**src/rtl/register_file_sb_pkg.sv**
```systemverilog
// rtl/register_file_sb_pkg.sv - shared widths and types for the integer register file
package rv_pkg;
  localparam int XLEN   = 32;
  localparam int NREGS  = 32;
  localparam int REG_AW = $clog2(NREGS);

  typedef logic [REG_AW-1:0] reg_addr_t;
  typedef logic [XLEN-1:0]   reg_data_t;
endpackage

```
**src/rtl/register_file_sb_if.sv**
```systemverilog
// rtl/register_file_sb_if.sv - decode/writeback bus of the register file
interface register_file_sb_if
  import rv_pkg::*;
#(
  parameter int DATA_W   = XLEN,
  parameter int NUM_REGS = NREGS,
  parameter int NUM_READ = 2
);
  localparam int AW = $clog2(NUM_REGS);

  logic [NUM_READ-1:0][AW-1:0]     read_address;
  logic [NUM_READ-1:0][DATA_W-1:0] read_data;
  logic [NUM_READ-1:0]             read_pending;
  logic                            write_enable;
  logic [AW-1:0]                   write_address;
  logic [DATA_W-1:0]               write_data;
  logic                            reserve_enable;
  logic [AW-1:0]                   reserve_address;
  logic                            reserve_ok;
  logic [AW:0]                     pending_count;

  modport master (
    output read_address, write_enable, write_address, write_data,
           reserve_enable, reserve_address,
    input  read_data, read_pending, reserve_ok, pending_count
  );

  modport slave (
    input  read_address, write_enable, write_address, write_data,
           reserve_enable, reserve_address,
    output read_data, read_pending, reserve_ok, pending_count
  );
endinterface

```
**src/rtl/register_file_sb_scoreboard.sv**
```systemverilog
// rtl/register_file_sb_scoreboard.sv - per-register pending bits, reservation check and pending counter
module register_scoreboard
  import rv_pkg::*;
#(
  parameter int NUM_REGS = NREGS,
  parameter int NUM_Q    = 2,
  parameter int ZERO_REG = 1,
  localparam int AW      = $clog2(NUM_REGS)
) (
  input  logic                   clk,
  input  logic                   reset,
  input  logic                   reserve_enable,
  input  logic [AW-1:0]          reserve_address,
  input  logic                   clear_enable,
  input  logic [AW-1:0]          clear_address,
  input  logic [NUM_Q-1:0][AW-1:0] query_address,
  output logic [NUM_Q-1:0]       query_pending,
  output logic                   reserve_ok,
  output logic [AW:0]            pending_count
);
  logic [NUM_REGS-1:0] pending;
  logic [NUM_REGS-1:0] pending_nxt;
  logic                clear_ok;
  logic                reserve_zero;
  logic                count_dec;

  assign clear_ok     = clear_enable && !(ZERO_REG != 0 && clear_address == '0);
  assign reserve_zero = (ZERO_REG != 0) && (reserve_address == '0);
  // A writeback retiring the same register frees it in time for a new owner.
  assign reserve_ok   = reserve_enable && !reserve_zero &&
                        (!pending[reserve_address] ||
                         (clear_ok && clear_address == reserve_address));
  assign count_dec    = clear_ok && pending[clear_address];

  always_comb begin
    pending_nxt = pending;
    if (clear_ok) pending_nxt[clear_address] = 1'b0;
    if (reserve_ok) pending_nxt[reserve_address] = 1'b1;
  end

  always_comb begin
    for (int i = 0; i < NUM_Q; i++) begin
      query_pending[i] = pending[query_address[i]] &&
                         !(ZERO_REG != 0 && query_address[i] == '0);
    end
  end

  always_ff @(posedge clk) begin
    if (reset) begin
      pending       <= '0;
      pending_count <= '0;
    end else begin
      pending       <= pending_nxt;
      pending_count <= pending_count + {{AW{1'b0}}, reserve_ok}
                                     - {{AW{1'b0}}, count_dec};
    end
  end
endmodule

```
**src/rtl/register_file_sb.sv**
```systemverilog
// rtl/register_file_sb.sv - parametrised register file with write bypass and hazard scoreboard
module register_file_sb #(
  parameter int XLEN     = rv_pkg::XLEN,
  parameter int NREGS    = rv_pkg::NREGS,
  parameter int NREAD    = 2,
  parameter int BYPASS   = 1,
  parameter int ZERO_REG = 1
) (
  input logic              clk,
  input logic              reset,
  register_file_sb_if.slave bus
);
  localparam int AW = $clog2(NREGS);

  logic [XLEN-1:0]  regs [NREGS];
  logic [NREAD-1:0] query_pending;
  logic             write_ok;

  assign write_ok = bus.write_enable && !(ZERO_REG != 0 && bus.write_address == '0);

  always_ff @(posedge clk) begin
    if (reset) begin
      for (int r = 0; r < NREGS; r++) regs[r] <= '0;
    end else if (write_ok) begin
      regs[bus.write_address] <= bus.write_data;
    end
  end

  // x0 override is applied last so it wins over the bypass.
  always_comb begin
    for (int i = 0; i < NREAD; i++) begin
      bus.read_data[i]    = regs[bus.read_address[i]];
      bus.read_pending[i] = query_pending[i];
      if (BYPASS != 0 && write_ok && bus.write_address == bus.read_address[i]) begin
        bus.read_data[i]    = bus.write_data;
        bus.read_pending[i] = 1'b0;
      end
      if (ZERO_REG != 0 && bus.read_address[i] == '0) begin
        bus.read_data[i]    = '0;
        bus.read_pending[i] = 1'b0;
      end
    end
  end

  register_scoreboard #(
    .NUM_REGS (NREGS),
    .NUM_Q    (NREAD),
    .ZERO_REG (ZERO_REG)
  ) u_scoreboard (
    .clk             (clk),
    .reset           (reset),
    .reserve_enable  (bus.reserve_enable),
    .reserve_address (bus.reserve_address),
    .clear_enable    (bus.write_enable),
    .clear_address   (bus.write_address),
    .query_address   (bus.read_address),
    .query_pending   (query_pending),
    .reserve_ok      (bus.reserve_ok),
    .pending_count   (bus.pending_count)
  );
endmodule

```
**src/flat_wrapper.sv**
```systemverilog
// flat-port wrapper written by rule: the top's interface ports become plain ports
module register_file_sb_flat import rv_pkg::*;
#(
  parameter int XLEN     = rv_pkg::XLEN,
  parameter int NREGS    = rv_pkg::NREGS,
  parameter int NREAD    = 2,
  parameter int BYPASS   = 1,
  parameter int ZERO_REG = 1
)
  (clk, reset, bus_read_address, bus_write_enable, bus_write_address, bus_write_data, bus_reserve_enable, bus_reserve_address, bus_read_data, bus_read_pending, bus_reserve_ok, bus_pending_count);
  register_file_sb_if #(.DATA_W(32), .NUM_REGS(32), .NUM_READ(2)) bus_i ();
  input logic clk;
  input logic reset;
  input wire logic [$bits(bus_i.read_address)-1:0] bus_read_address;
  input wire logic [$bits(bus_i.write_enable)-1:0] bus_write_enable;
  input wire logic [$bits(bus_i.write_address)-1:0] bus_write_address;
  input wire logic [$bits(bus_i.write_data)-1:0] bus_write_data;
  input wire logic [$bits(bus_i.reserve_enable)-1:0] bus_reserve_enable;
  input wire logic [$bits(bus_i.reserve_address)-1:0] bus_reserve_address;
  output wire logic [$bits(bus_i.read_data)-1:0] bus_read_data;
  output wire logic [$bits(bus_i.read_pending)-1:0] bus_read_pending;
  output wire logic [$bits(bus_i.reserve_ok)-1:0] bus_reserve_ok;
  output wire logic [$bits(bus_i.pending_count)-1:0] bus_pending_count;
  assign bus_i.read_address = bus_read_address;
  assign bus_i.write_enable = bus_write_enable;
  assign bus_i.write_address = bus_write_address;
  assign bus_i.write_data = bus_write_data;
  assign bus_i.reserve_enable = bus_reserve_enable;
  assign bus_i.reserve_address = bus_reserve_address;
  assign bus_read_data = bus_i.read_data;
  assign bus_read_pending = bus_i.read_pending;
  assign bus_reserve_ok = bus_i.reserve_ok;
  assign bus_pending_count = bus_i.pending_count;
  register_file_sb #(.XLEN(XLEN), .NREGS(NREGS), .NREAD(NREAD), .BYPASS(BYPASS), .ZERO_REG(ZERO_REG)) u_core (.clk(clk), .reset(reset), .bus(bus_i));
endmodule
```
**config.mk**
```make
export PLATFORM = sky130hd
export DESIGN_NAME = register_file_sb_flat
export DESIGN_NICKNAME = d
export VERILOG_FILES = /design/src/rtl/register_file_sb_pkg.sv /design/src/rtl/register_file_sb_if.sv /design/src/rtl/register_file_sb_scoreboard.sv /design/src/rtl/register_file_sb.sv /design/src/flat_wrapper.sv
export SDC_FILE = /design/constraint.sdc
export NUM_CORES = 2
export LEC_CHECK = 0
export CAP_MARGIN = 20
export CELL_PAD_IN_SITES_DETAIL_PLACEMENT = 2
export CELL_PAD_IN_SITES_GLOBAL_PLACEMENT = 2
export CORE_AREA = 2 2 349 351
export CTS_CLUSTER_DIAMETER = 80
export CTS_CLUSTER_SIZE = 10
export DETAILED_ROUTE_END_ITERATION = 12
export DIE_AREA = 0 0 351 353
export PLACE_DENSITY_LB_ADDON = 0.08
export SLEW_MARGIN = 25
export SYNTH_ARGS = -nofsm -noshare
export SYNTH_HDL_FRONTEND = slang
export SYNTH_HIERARCHICAL = 1
export SYNTH_SLANG_ARGS = --single-unit
export TNS_END_PERCENT = 30
```
**constraint.sdc**
```tcl
create_clock -name clk -period 5 [get_ports clk]
set_clock_uncertainty 0.15 [all_clocks]
set_input_delay 0.5 -clock clk [delete_from_list [all_inputs] [get_ports clk]]
set_output_delay 0.5 -clock clk [all_outputs]
set_load 0.01 [all_outputs]
```
==> summary.txt <==
Worst setup path
  • Crit-path cells: clkdlybuf4s50_1 > or3_1 > buf_4 > o31ai_1 > nor4_4 > a21oi_4 > buf_4 > a32o_1 > clkdlybuf4s50_1
  • Buf/Inv on CP: 4
  • Cell depth of the worst setup path: 9
  • R2R Path Start: u_core/u_scoreboard/pending[27]$_SDFF_PP0_
  • Reg2reg setup slack: 1.70 ns
  • CP top delay family: buffers and inverters
  • Arr. time, crit path: around 4.2 ns
  • FF-to-FF End: u_core/u_scoreboard/pending_count[4]$_SDFF_PP0_
  • CP max stage cell: clkdlybuf4s50_1
  • Setup crit end: bus_read_data[29]
  • Worst Setup SP: bus_write_address[3]
  • Type of origin of the critical path: primary input
  • Required time worst endpoint: around 4.4 ns
  • R2r worst-path depth: 13
  • Worst-path maximum fanout: 18
  • Worst Setup End Kind: output port
  • CP Class: in2out
  • Max stage delay on crit path: roughly 0.65 ns

Detailed routing
  • Final antenna-violating net count: 0
  • Total wire length: 265000 um
  • Initial detailed-routing violation count: 7060
  • Vias: 43.9k
  • Drt wl/cell: 44.8 um
  • First drt pass iteration count: 6
  • Vias per cell: about 7.4
  • Post-route DRC: 0

Finish
  • Multi-input logic area: 0.0252 sq mm
  • Syn-to-layout area delta: 12.5%
  • Final net count: 4318
  • Share of layout cells above drive strength 1: 21.1%
  • Fill count: between 10k and 15k
  • Final instance area: ~0.066 sq mm
  • Flip-flop and latch area: between 0.03 and 0.04 sq mm
  • Most frequent cells in the layout: 1024 x edfxtp_1, 963 x and2_1, 384 x mux4_2, 315 x mux2i_1, 186 x buf_4
  • Most common cell after layout, fill and taps aside: edfxtp_1

Hold path
  • Hold Crit Class: in2reg

Clock tree
  • Post-CTS sizing: 0
  • Post-CTS Setup Bufs: 0
  • Htree depth: 3
  • Root Driver: clkbuf_16
  • CTS Sinks: 1062
  • Clk_lat worst skew: approximately 0.73 ns
  • Hold Buf Count CTS: 0
  • CTS buffer count: 116
  • CTS tree: done
  • Clk pin slew, worst setup/hold paths: 0.06 ns
  • Clk buf depth: 3

Place
  • Hpwl dp: 163000 um
  • Dpl ws: 0.288 ns
  • Port bufs: 128
  • GPL Wtd Cong: 0.873
  • Post-placement cell area: 0.0625 sq mm

Logic synthesis
  • EDFF count, synth: 1024
  • Synthesized area: 0.0584 sq mm
  • Top FF cell, synth: edfxtp_1
  • Synthesis Warnings: 6
  • Async SR Flop Fraction: 0%
  • Post-synthesis sequential area ratio: approximately 54%
  • Syn_area_per_cell: roughly 14 sq um
  • Synth cell types: 72
  • Synth Register Bits: 1062
  • Cells after synthesis: 4190

Floorplan
  • Io pins: between 100 and 150
  • # rows: 128
  • Die area: 0.124 sq mm
  • Die height: 353 um
  • Die X: 351 um
  • Effective utilization at floorplan: 48.4%
  • Core ar.: between 0.1 and 0.15 sq mm

Global routing
  • Total gr overflow: 0
  • Antenna violations before repair: 37
  • Vias in the first global route: 46.3k
  • First-pass GRT wire length: between 300000 and 400000 um
  • GRT Total Usage: 42.7%
  • Largest net degree at the start of global routing: 86

Run
  • # Max-Cap Violations: 0

Power
  • Combinational share of power: 15.4%
  • Psw: 5.99 mW
  • P_int: 15.8 mW
  • Seq pwr share: about half
  • Power per cell area: 332 mW/mm^2
  • Clock share of power: 36.1%
  • Pleak: between 20 and 25 nW
  • Switching Share: 27.5%
  • Max VDD drop: 0.315 mV

STA
  • Finish-stage setup viols: 0
  • Worst setup margin: 0.149 ns
  • Rel. slew slack: 30.1%
  • Upper clock frequency limit: 206 MHz
  • Setup TNS: 0 ns
  • Worst-Margin Slew: ~1.0 ns
  • Tmin final: about 4.9 ns
  • Post-route clock period utilization: roughly 97%
  • Final hold vios: 0
  • Max-slew violation count: 0
  • RSZ-0062 raised after global routing: no

Run status
  • Status: finished, final reports clean
through the flow:
stage | total power, mW | hold WS [ns] | utilization (%) | instances
after global routing | 22.2 | 0.204 | 54.4 | 5909
final | 21.8 | 0.225 | 54.5 | 5923
after global placement | 13.8 | 0.352 | 51.8 | 5760
after CTS | 21.7 | 0.167 | 54.4 | 5908
after floorplan | 12.3 | 0.305 | - | 4221
after detailed placement | 14.0 | 0.349 | 51.8 | 5762
cell families (layout without fill, tap and decap cells):
| family | count (synthesis) | in the layout | synth area share [%] |
|---|---|---|---|
| AOI/OAI and AO/OA | 534 | 534 | 6.90 |
| xor gates and xnor gates | 20 | 20 | 0.300 |
| adders and majority gates | 7 | 7 | 0.163 |
| buffers and inverters | 463 | 525 | 3.60 |
| DFF | 1062 | 1062 | 54.0 |
| muxes | 751 | 751 | 21.2 |
| other | 1 | 47 | 0.00642 |
| and+or+nand+nor | 1352 | 1352 | 13.9 |
Yosys cell counts (5+ instances only):
library cell  number  share of area, %
edfxtp_1        1024                53
and2_1           964                10
mux4_2           384                15
clkbuf_1         320               2.1
mux2i_1          315               5.4
a21oi_1           89              0.76
nand2_1           85              0.55
o221ai_1          68               1.0
a22oi_1           67              0.86
buf_2             62              0.53
nor2_1            57              0.37
mux2_2            51              0.98
nor3_1            51              0.44
o21ai_0           48              0.41
a221oi_1          41              0.61
nor2b_1           39              0.42
or2_2             39              0.42
dfxtp_1           38               1.3
buf_4             36              0.46
a32o_1            33              0.57
nand3_1           33              0.28
a221o_1           32              0.55
o31ai_1           31              0.40
nand3b_1          23              0.30
a22o_1            22              0.33
buf_6             17              0.33
o22ai_1           17              0.18
nor3b_1           15              0.19
xnor2_1           14              0.21
inv_1             13             0.084
nor4_1            13              0.14
o21a_1            13              0.17
o32ai_1           12              0.18
a211oi_1          11              0.14
buf_1             11             0.071
nand2b_1          11              0.12
a211o_1            8              0.12
a31oi_1            8             0.086
ha_1               6              0.13
xor2_1             6             0.090
o211ai_1           5             0.064
worst min-delay path by stage:
stage	cells past startpoint	slack (ns)	from	endpoint
after floorplan	1	0.30	u_core/u_scoreboard/pending[0]$_SDFF_PP0_	u_core/u_scoreboard/pending[0]$_SDFF_PP0_
after detailed placement	1	0.35	u_core/u_scoreboard/pending[0]$_SDFF_PP0_	u_core/u_scoreboard/pending[0]$_SDFF_PP0_
final	1	0.22	reset	u_core/regs[0][22]$_SDFFCE_PN0P_
after global routing	1	0.20	reset	u_core/regs[0][22]$_SDFFCE_PN0P_
after global placement	1	0.35	u_core/u_scoreboard/pending[0]$_SDFF_PP0_	u_core/u_scoreboard/pending[0]$_SDFF_PP0_
after CTS	1	0.17	reset	u_core/regs[0][26]$_SDFFCE_PN0P_
power groups by stage:
stage	Combinational, mW	Sequential (mW)	Clock, mW
after floorplan	1.77	10.6	0
after global placement	3.17	10.7	0
after detailed placement	3.24	10.7	0
after CTS	3.27	10.5	7.89
after global routing	3.42	10.6	8.16
final	3.36	10.6	7.86
flip-flops by register name, indices dropped and copies added, names as in the netlist:
name,flops
u_core/u_scoreboard/pending,32
u_core/u_scoreboard/pending_count,6
u_core/regs,1024
routing by layer:
layer | up-vias | global-route usage [%] | wire (um) | share of wire, %
met4 | 8 | 26.4 | 19000 | 7.2
met2 | 3657 | 66.1 | 122000 | 46
li1 | 16200 | - | - | -
met3 | 996 | 9.62 | 31000 | 12
met5 | - | 0 | 47 | 0.018
met1 | 23100 | 54.5 | 93000 | 35
layout make-up:
class | instances | area share (%)
sequential | 1062 | 48.0
tap | 1625 | 3.10
clock buffer | 141 | 4.69
clock inverter | 5 | 0.0781
inverter | 14 | 0.0800
timing repair buffer | 365 | 5.66
antenna | 15 | 0.0571
multi-input combinational | 2696 | 38.4
Note: power is estimated with default switching activity, not from simulation.
